[config.mk]
export PLATFORM = sky130hd
export DESIGN_NAME = axil_reg_arbiter
export DESIGN_NICKNAME = d
export VERILOG_FILES = /design/src/rtl/axil_reg_arbiter.sv
export SDC_FILE = /design/constraint.sdc
export NUM_CORES = 1
export LEC_CHECK = 0
export ABC_AREA = 1
export CORE_ASPECT_RATIO = 0.6
export CORE_MARGIN = 4
export CORE_UTILIZATION = 40
export CTS_CLUSTER_DIAMETER = 100
export DETAILED_ROUTE_END_ITERATION = 10
export PLACE_DENSITY = 0.87
export SYNTH_ARGS = -nofsm -noshare
export SYNTH_HDL_FRONTEND = slang
export SYNTH_SLANG_ARGS = --single-unit
export TNS_END_PERCENT = 10
[constraint.sdc]
create_clock -name aclk -period 3.3 [get_ports aclk]
set_clock_uncertainty 0.2 [all_clocks]
set_input_delay 0.66 -clock aclk [delete_from_list [all_inputs] [get_ports aclk]]
set_output_delay 0.66 -clock aclk [all_outputs]
set_load 0.01 [all_outputs]
[src/rtl/axil_reg_arbiter.sv]
// Two-requester round-robin arbiter sharing one AXI4-Lite master port.
// One access is outstanding at a time; completion is a one-cycle ack pulse.
module axil_reg_arbiter #(
    parameter int unsigned ADDR_W = 3,
    parameter logic [2:0]  PROT   = 3'b000
) (
    input  logic                  aclk,
    input  logic                  areset_n,
    input  logic [1:0]            req,
    input  logic [1:0]            we,
    input  logic [2*ADDR_W-1:0]   addr,
    input  logic [63:0]           wdata,
    input  logic [7:0]            wstrb,
    output logic [1:0]            ack,
    output logic                  err,
    output logic [31:0]           rdata,
    output logic                  awvalid,
    input  logic                  awready,
    output logic [ADDR_W+1:0]     awaddr,
    output logic [2:0]            awprot,
    output logic                  wvalid,
    input  logic                  wready,
    output logic [31:0]           wdata_o,
    output logic [3:0]            wstrb_o,
    input  logic                  bvalid,
    output logic                  bready,
    input  logic [1:0]            bresp,
    output logic                  arvalid,
    input  logic                  arready,
    output logic [ADDR_W+1:0]     araddr,
    output logic [2:0]            arprot,
    input  logic                  rvalid,
    output logic                  rready,
    input  logic [31:0]           rdata_i,
    input  logic [1:0]            rresp
);

    localparam int unsigned DATA_W = 32;
    localparam int unsigned STRB_W = 4;

    typedef enum logic [2:0] {
        IDLE,
        WADDR,
        WRESP,
        RADDR,
        RRESP,
        ACK
    } state_e;

    state_e              state_q;
    logic                last_grant_q;
    logic                grant_q;
    logic [ADDR_W-1:0]   addr_q;
    logic [DATA_W-1:0]   wdata_q;
    logic [STRB_W-1:0]   wstrb_q;
    logic                awvalid_q;
    logic                wvalid_q;
    logic                bready_q;
    logic                arvalid_q;
    logic                rready_q;
    logic [1:0]          ack_q;
    logic                err_q;
    logic [DATA_W-1:0]   rdata_q;

    // Winner of arbitration: on a tie, the requester not served last time.
    logic                pick_c;
    logic                aw_done_c;
    logic                w_done_c;

    assign pick_c    = req[1] & (~req[0] | ~last_grant_q);
    assign aw_done_c = ~awvalid_q | awready;
    assign w_done_c  = ~wvalid_q | wready;

    always_ff @(posedge aclk) begin
        if (!areset_n) begin
            state_q      <= IDLE;
            last_grant_q <= 1'b1;
            grant_q      <= 1'b0;
            addr_q       <= '0;
            wdata_q      <= '0;
            wstrb_q      <= '0;
            awvalid_q    <= 1'b0;
            wvalid_q     <= 1'b0;
            bready_q     <= 1'b0;
            arvalid_q    <= 1'b0;
            rready_q     <= 1'b0;
            ack_q        <= '0;
            err_q        <= 1'b0;
            rdata_q      <= '0;
        end else begin
            ack_q <= '0;
            case (state_q)
                IDLE: begin
                    if (|req) begin
                        grant_q      <= pick_c;
                        last_grant_q <= pick_c;
                        addr_q       <= pick_c ? addr[2*ADDR_W-1:ADDR_W] : addr[ADDR_W-1:0];
                        wdata_q      <= pick_c ? wdata[63:32] : wdata[31:0];
                        wstrb_q      <= pick_c ? wstrb[7:4] : wstrb[3:0];
                        if (we[pick_c]) begin
                            awvalid_q <= 1'b1;
                            wvalid_q  <= 1'b1;
                            state_q   <= WADDR;
                        end else begin
                            arvalid_q <= 1'b1;
                            state_q   <= RADDR;
                        end
                    end
                end
                WADDR: begin
                    // AW and W channels complete independently, possibly together.
                    if (awvalid_q && awready) awvalid_q <= 1'b0;
                    if (wvalid_q && wready)   wvalid_q  <= 1'b0;
                    if (aw_done_c && w_done_c) begin
                        bready_q <= 1'b1;
                        state_q  <= WRESP;
                    end
                end
                WRESP: begin
                    if (bvalid) begin
                        err_q          <= |bresp;
                        bready_q       <= 1'b0;
                        ack_q[grant_q] <= 1'b1;
                        state_q        <= ACK;
                    end
                end
                RADDR: begin
                    if (arready) begin
                        arvalid_q <= 1'b0;
                        rready_q  <= 1'b1;
                        state_q   <= RRESP;
                    end
                end
                RRESP: begin
                    if (rvalid) begin
                        rdata_q        <= rdata_i;
                        err_q          <= |rresp;
                        rready_q       <= 1'b0;
                        ack_q[grant_q] <= 1'b1;
                        state_q        <= ACK;
                    end
                end
                ACK: begin
                    state_q <= IDLE;
                end
                default: begin
                    state_q <= IDLE;
                end
            endcase
        end
    end

    assign ack     = ack_q;
    assign err     = err_q;
    assign rdata   = rdata_q;
    assign awvalid = awvalid_q;
    assign awaddr  = {addr_q, 2'b00};
    assign awprot  = PROT;
    assign wvalid  = wvalid_q;
    assign wdata_o = wdata_q;
    assign wstrb_o = wstrb_q;
    assign bready  = bready_q;
    assign arvalid = arvalid_q;
    assign araddr  = {addr_q, 2'b00};
    assign arprot  = PROT;
    assign rready  = rready_q;

endmodule

==> impl_results.html <==
<table>
<tr><th>Metric</th><th>Value</th></tr>
<tr><th colspan="2">Outcome</th></tr>
<tr><td>Result of the run</td><td>finished, final reports clean</td></tr>
<tr><th colspan="2">Synthesis</th></tr>
<tr><td>Post-Synthesis Cell Area</td><td>roughly 0.0036 mm2</td></tr>
<tr><td>Netlist cell types</td><td>23</td></tr>
<tr><td>Instance count of the mapped netlist</td><td>between 400 and 500</td></tr>
<tr><td>Number of storage elements in the synthesis netlist</td><td>84</td></tr>
<tr><td>Average footprint of a synthesized cell</td><td>7.39 um2</td></tr>
<tr><td>Biggest area consumer among synthesized cells</td><td>dfxtp_1</td></tr>
<tr><td>Share of the synthesized area in the top cell type</td><td>0.472</td></tr>
<tr><td>Most area-consuming cells after synthesis</td><td>dfxtp_1, a21oi_1, o21ai_0</td></tr>
<tr><td>Fraction of the yosys area taken by sequential cells</td><td>0.472</td></tr>
<tr><td>Syn. warnings</td><td>0</td></tr>
<tr><th colspan="2">Clocking</th></tr>
<tr><td>Source-to-sink clock delay at the later pin of the worst-skew pair</td><td>roughly 0.33 ns</td></tr>
<tr><td>Cell chosen for the clock root</td><td>clkbuf_16</td></tr>
<tr><td>Cts-stage hold buffer count</td><td>0</td></tr>
<tr><td>Number of buffers added by the clock tree synthesis step</td><td>9</td></tr>
<tr><td>Setup repair bufs after CTS</td><td>0</td></tr>
<tr><td>Post_cts resized</td><td>0</td></tr>
<tr><td>Number of buffers between clock root and the deepest sink</td><td>2</td></tr>
<tr><td>Maximum level of the CTS H-tree</td><td>3</td></tr>
<tr><td>Sinks on Clock Net</td><td>84</td></tr>
<tr><td>Clock transition at the registers of the reported paths</td><td>roughly 0.060 ns</td></tr>
<tr><td>TritonCTS clock tree</td><td>yes</td></tr>
<tr><th colspan="2">Setup path</th></tr>
<tr><td>Required time reported for the critical path endpoint</td><td>between 3 and 4 ns</td></tr>
<tr><td>Slowest Stage Delay on Critical Path</td><td>about 0.9 ns</td></tr>
<tr><td>Critical path launch point type</td><td>primary input</td></tr>
<tr><td>Crit-path most repeated cell</td><td>nand2_1</td></tr>
<tr><td>Largest fanout on the critical path</td><td>40</td></tr>
<tr><td>Worst setup path class</td><td>primary input to flip-flop</td></tr>
<tr><td>Type of element capturing the critical path</td><td>flip-flop</td></tr>
<tr><td>Crit-path slowest cell</td><td>inv_1</td></tr>
<tr><td>Ordered cell list for the critical path</td><td>clkdlybuf4s50_1 &gt; nand2_1 &gt; inv_1 &gt; nand2_1 &gt; o22ai_1</td></tr>
<tr><td>Signal arrival time at the worst endpoint</td><td>2.51 ns</td></tr>
<tr><td>Buffering stage count on the worst path with inverters included</td><td>2</td></tr>
<tr><td>Family with the most delay on the worst path</td><td>buffers and inverters</td></tr>
<tr><th colspan="2">Timing</th></tr>
<tr><td>Total of endpoints with negative setup slack in the final report</td><td>0</td></tr>
<tr><td>Setup TNS Final</td><td>0 ns</td></tr>
<tr><td>Fin. Hold Viols</td><td>0</td></tr>
<tr><td>Min Clock Period, post-route</td><td>between 2 and 2.5 ns</td></tr>
<tr><td>Count of pins over their slew limit</td><td>0</td></tr>
<tr><td>Slew at the pin closest to its max-slew limit</td><td>approximately 1.2 ns</td></tr>
<tr><td>Slew Limit Headroom</td><td>0.176</td></tr>
<tr><td>Share of the clock period used by the worst path</td><td>0.741</td></tr>
<tr><td>Worst hold slack</td><td>0.247 ns</td></tr>
<tr><td>Max frequency</td><td>between 400 and 500 MHz</td></tr>
<tr><td>Setup repair after global routing missed its margin</td><td>false</td></tr>
<tr><td>Worst Setup Slack, final</td><td>0.855 ns</td></tr>
<tr><th colspan="2">Route</th></tr>
<tr><td>DR DRC count</td><td>0</td></tr>
<tr><td>Met3 WL</td><td>1190 um</td></tr>
<tr><td>Routed wire length</td><td>12000 um</td></tr>
<tr><td>Uppermost routed layer</td><td>met4</td></tr>
<tr><td>Number of detailed-route iterations in the first pass</td><td>4</td></tr>
<tr><td>Initial DRC count</td><td>151</td></tr>
<tr><td>Antenna violation net count after detailed routing</td><td>0</td></tr>
<tr><td>Via total after detailed routing</td><td>approximately 4000</td></tr>
<tr><td>Wire length on met1</td><td>just under 5000 um</td></tr>
<tr><td>Via count normalized by instance count</td><td>around 5.0</td></tr>
<tr><td>Average detailed-routed wire length per instance</td><td>15.3 um</td></tr>
<tr><td>Wire length on met2</td><td>~5500 um</td></tr>
<tr><th colspan="2">Floorplanning</th></tr>
<tr><td>Number of standard-cell rows in the floorplan</td><td>26</td></tr>
<tr><td>Die area</td><td>between 0.01 and 0.015 mm2</td></tr>
<tr><td>Width of the die</td><td>~130 um</td></tr>
<tr><td>Initial cell density of the core</td><td>0.415</td></tr>
<tr><td>Core region area</td><td>about 0.0086 mm2</td></tr>
<tr><td>Height of the die</td><td>roughly 80 um</td></tr>
<tr><td>Number of placed I/O pins</td><td>between 200 and 250</td></tr>
<tr><th colspan="2">Power</th></tr>
<tr><td>Worst IR drop on VDD</td><td>between 0.3 and 0.4 mV</td></tr>
<tr><td>Total chip power</td><td>about 4.4 mW</td></tr>
<tr><td>Cell Pwr Density</td><td>approximately 740 mW/mm2</td></tr>
<tr><td>Leakage power</td><td>2.37 nW</td></tr>
<tr><th colspan="2">Global route</th></tr>
<tr><td>Maximum number of pins on one net before global-route repair</td><td>41</td></tr>
<tr><td>GRT Overall Usage</td><td>0.225</td></tr>
<tr><td>Wire length of the first global-routing pass</td><td>about 19000 um</td></tr>
<tr><td>Initial antenna violation count</td><td>0</td></tr>
<tr><td>Total congestion overflow after global routing</td><td>0</td></tr>
<tr><td>Via count of the first global-routing pass</td><td>between 3000 and 4000</td></tr>
<tr><th colspan="2">Placed design</th></tr>
<tr><td>Worst slack at placement</td><td>about 0.47 ns</td></tr>
<tr><td>Final weighted congestion of routability-driven global placement</td><td>0.884</td></tr>
<tr><td>Sum of net half-perimeters after detailed placement</td><td>just under 9000 um</td></tr>
<tr><td>IO buf count</td><td>a little over 200</td></tr>
<tr><th colspan="2">Final layout</th></tr>
<tr><td>Top library cells by usage in the layout, fill and taps aside</td><td>clkdlybuf4s50_1, dfxtp_1, nor2_1</td></tr>
<tr><td>Signed area change from the synthesized netlist to the final layout</td><td>64.6%</td></tr>
<tr><td>Inserted Diodes</td><td>0</td></tr>
<tr><td>Final nets</td><td>approximately 790</td></tr>
<tr><td>Filler instances</td><td>between 600 and 700</td></tr>
<tr><td>Fraction of layout instances using a drive strength above 1</td><td>0.0550</td></tr>
<tr><td>Most frequent standard cell in the layout excluding fill and tap cells</td><td>clkdlybuf4s50_1</td></tr>
<tr><th colspan="2">Worst hold path</th></tr>
<tr><td>Path type of the worst min-delay path</td><td>flip-flop to flip-flop</td></tr>
<tr><th colspan="2">Job</th></tr>
<tr><td>Number of max-cap violations</td><td>0</td></tr>
</table>
-- metrics by stage --
step | std cells | util | instance area [um2]
after floorplan | 491 | - | 3600
after global placement | 770 | 0.648 | 5560
after detailed placement | 770 | 0.648 | 5560
after CTS | 785 | 0.683 | 5860
after global routing | 785 | 0.683 | 5860
final | 785 | 0.683 | 5860
-- kinds of logic after synthesis --
logic type,count (synthesis),share of synthesized area
simple gates,171,0.196
buf+inv,63,0.0952
other cells,1,0.00105
flops,84,0.472
compound gates,163,0.235
-- final timing paths --
| kind | end | start | slack [ns] | depth (start not counted) |
|---|---|---|---|---|
| max | grant_q$_SDFFE_PN0P_ | req[1] | 0.85 | 5 |
| min | ack[0]$_SDFF_PN0_ | grant_q$_SDFFE_PN0P_ | 0.25 | 1 |
| min reg2reg | ack[0]$_SDFF_PN0_ | grant_q$_SDFFE_PN0P_ | 0.25 | 1 |
| max reg2reg | grant_q$_SDFFE_PN0P_ | last_grant_q$_SDFFE_PN1P_ | 1.29 | 5 |
-- report_power, final --
part	leakage [nW]	internal (mW)	total [mW]	switching, mW
combinational	1.54	0.897	1.83	0.937
clock	0.141	0.605	1.01	0.410
sequential	0.689	1.32	1.51	0.188
-- per-layer routing --
metal / global-route usage / vias to the layer above
met5: 0 / -
met4: 0.0861 / 0
met3: 0.0795 / 30
met2: 0.363 / 188
met1: 0.278 / 1804
li1: - / 1940
-- synthesized netlist by cell type --
library cell  instances
dfxtp_1              84
nor2_1               82
a21oi_1              79
o21ai_0              77
nand2_1              70
buf_4                15
inv_1                14
buf_2                12
clkbuf_1             12
nand3_1               9
a21oi_2               5
inv_2                 5
buf_6                 4
nand2_2               2
nand4_1               2
nor2_4                2
nor3_1                2
clkbuf_2              1
conb_1                1
nand3_2               1
nor3_4                1
o21bai_1              1
o22ai_1               1
-- state kept, by name, indices dropped and copies added (netlist names) --
signal,flops
wvalid,1
arvalid,1
wstrb_o,4
last_grant_q,1
bready,1
ack,2
rready,1
addr_q,3
state_q,3
awvalid,1
wdata_o,32
rdata,32
err,1
grant_q,1
-- worst register-to-register path: stages (launching register included) --
cell	delay, ns
dfxtp_1	0.32
nand2_1	0.07
nand2_1	0.06
inv_1	0.89
nand2_1	0.20
o22ai_1	0.19
-- layout make-up --
cell class	instances	area, um2	share of cell area
Timing Repair Buffer	211	2090	0.357
Sequential cell	84	1680	0.287
Multi-Input combinational cell	344	1580	0.269
Clock buffer	10	239	0.0408
Tap cell	112	140	0.0239
Inverter	19	71.3	0.0122
Clock inverter	5	62.6	0.0107
Power figures use the tool's default switching activity.
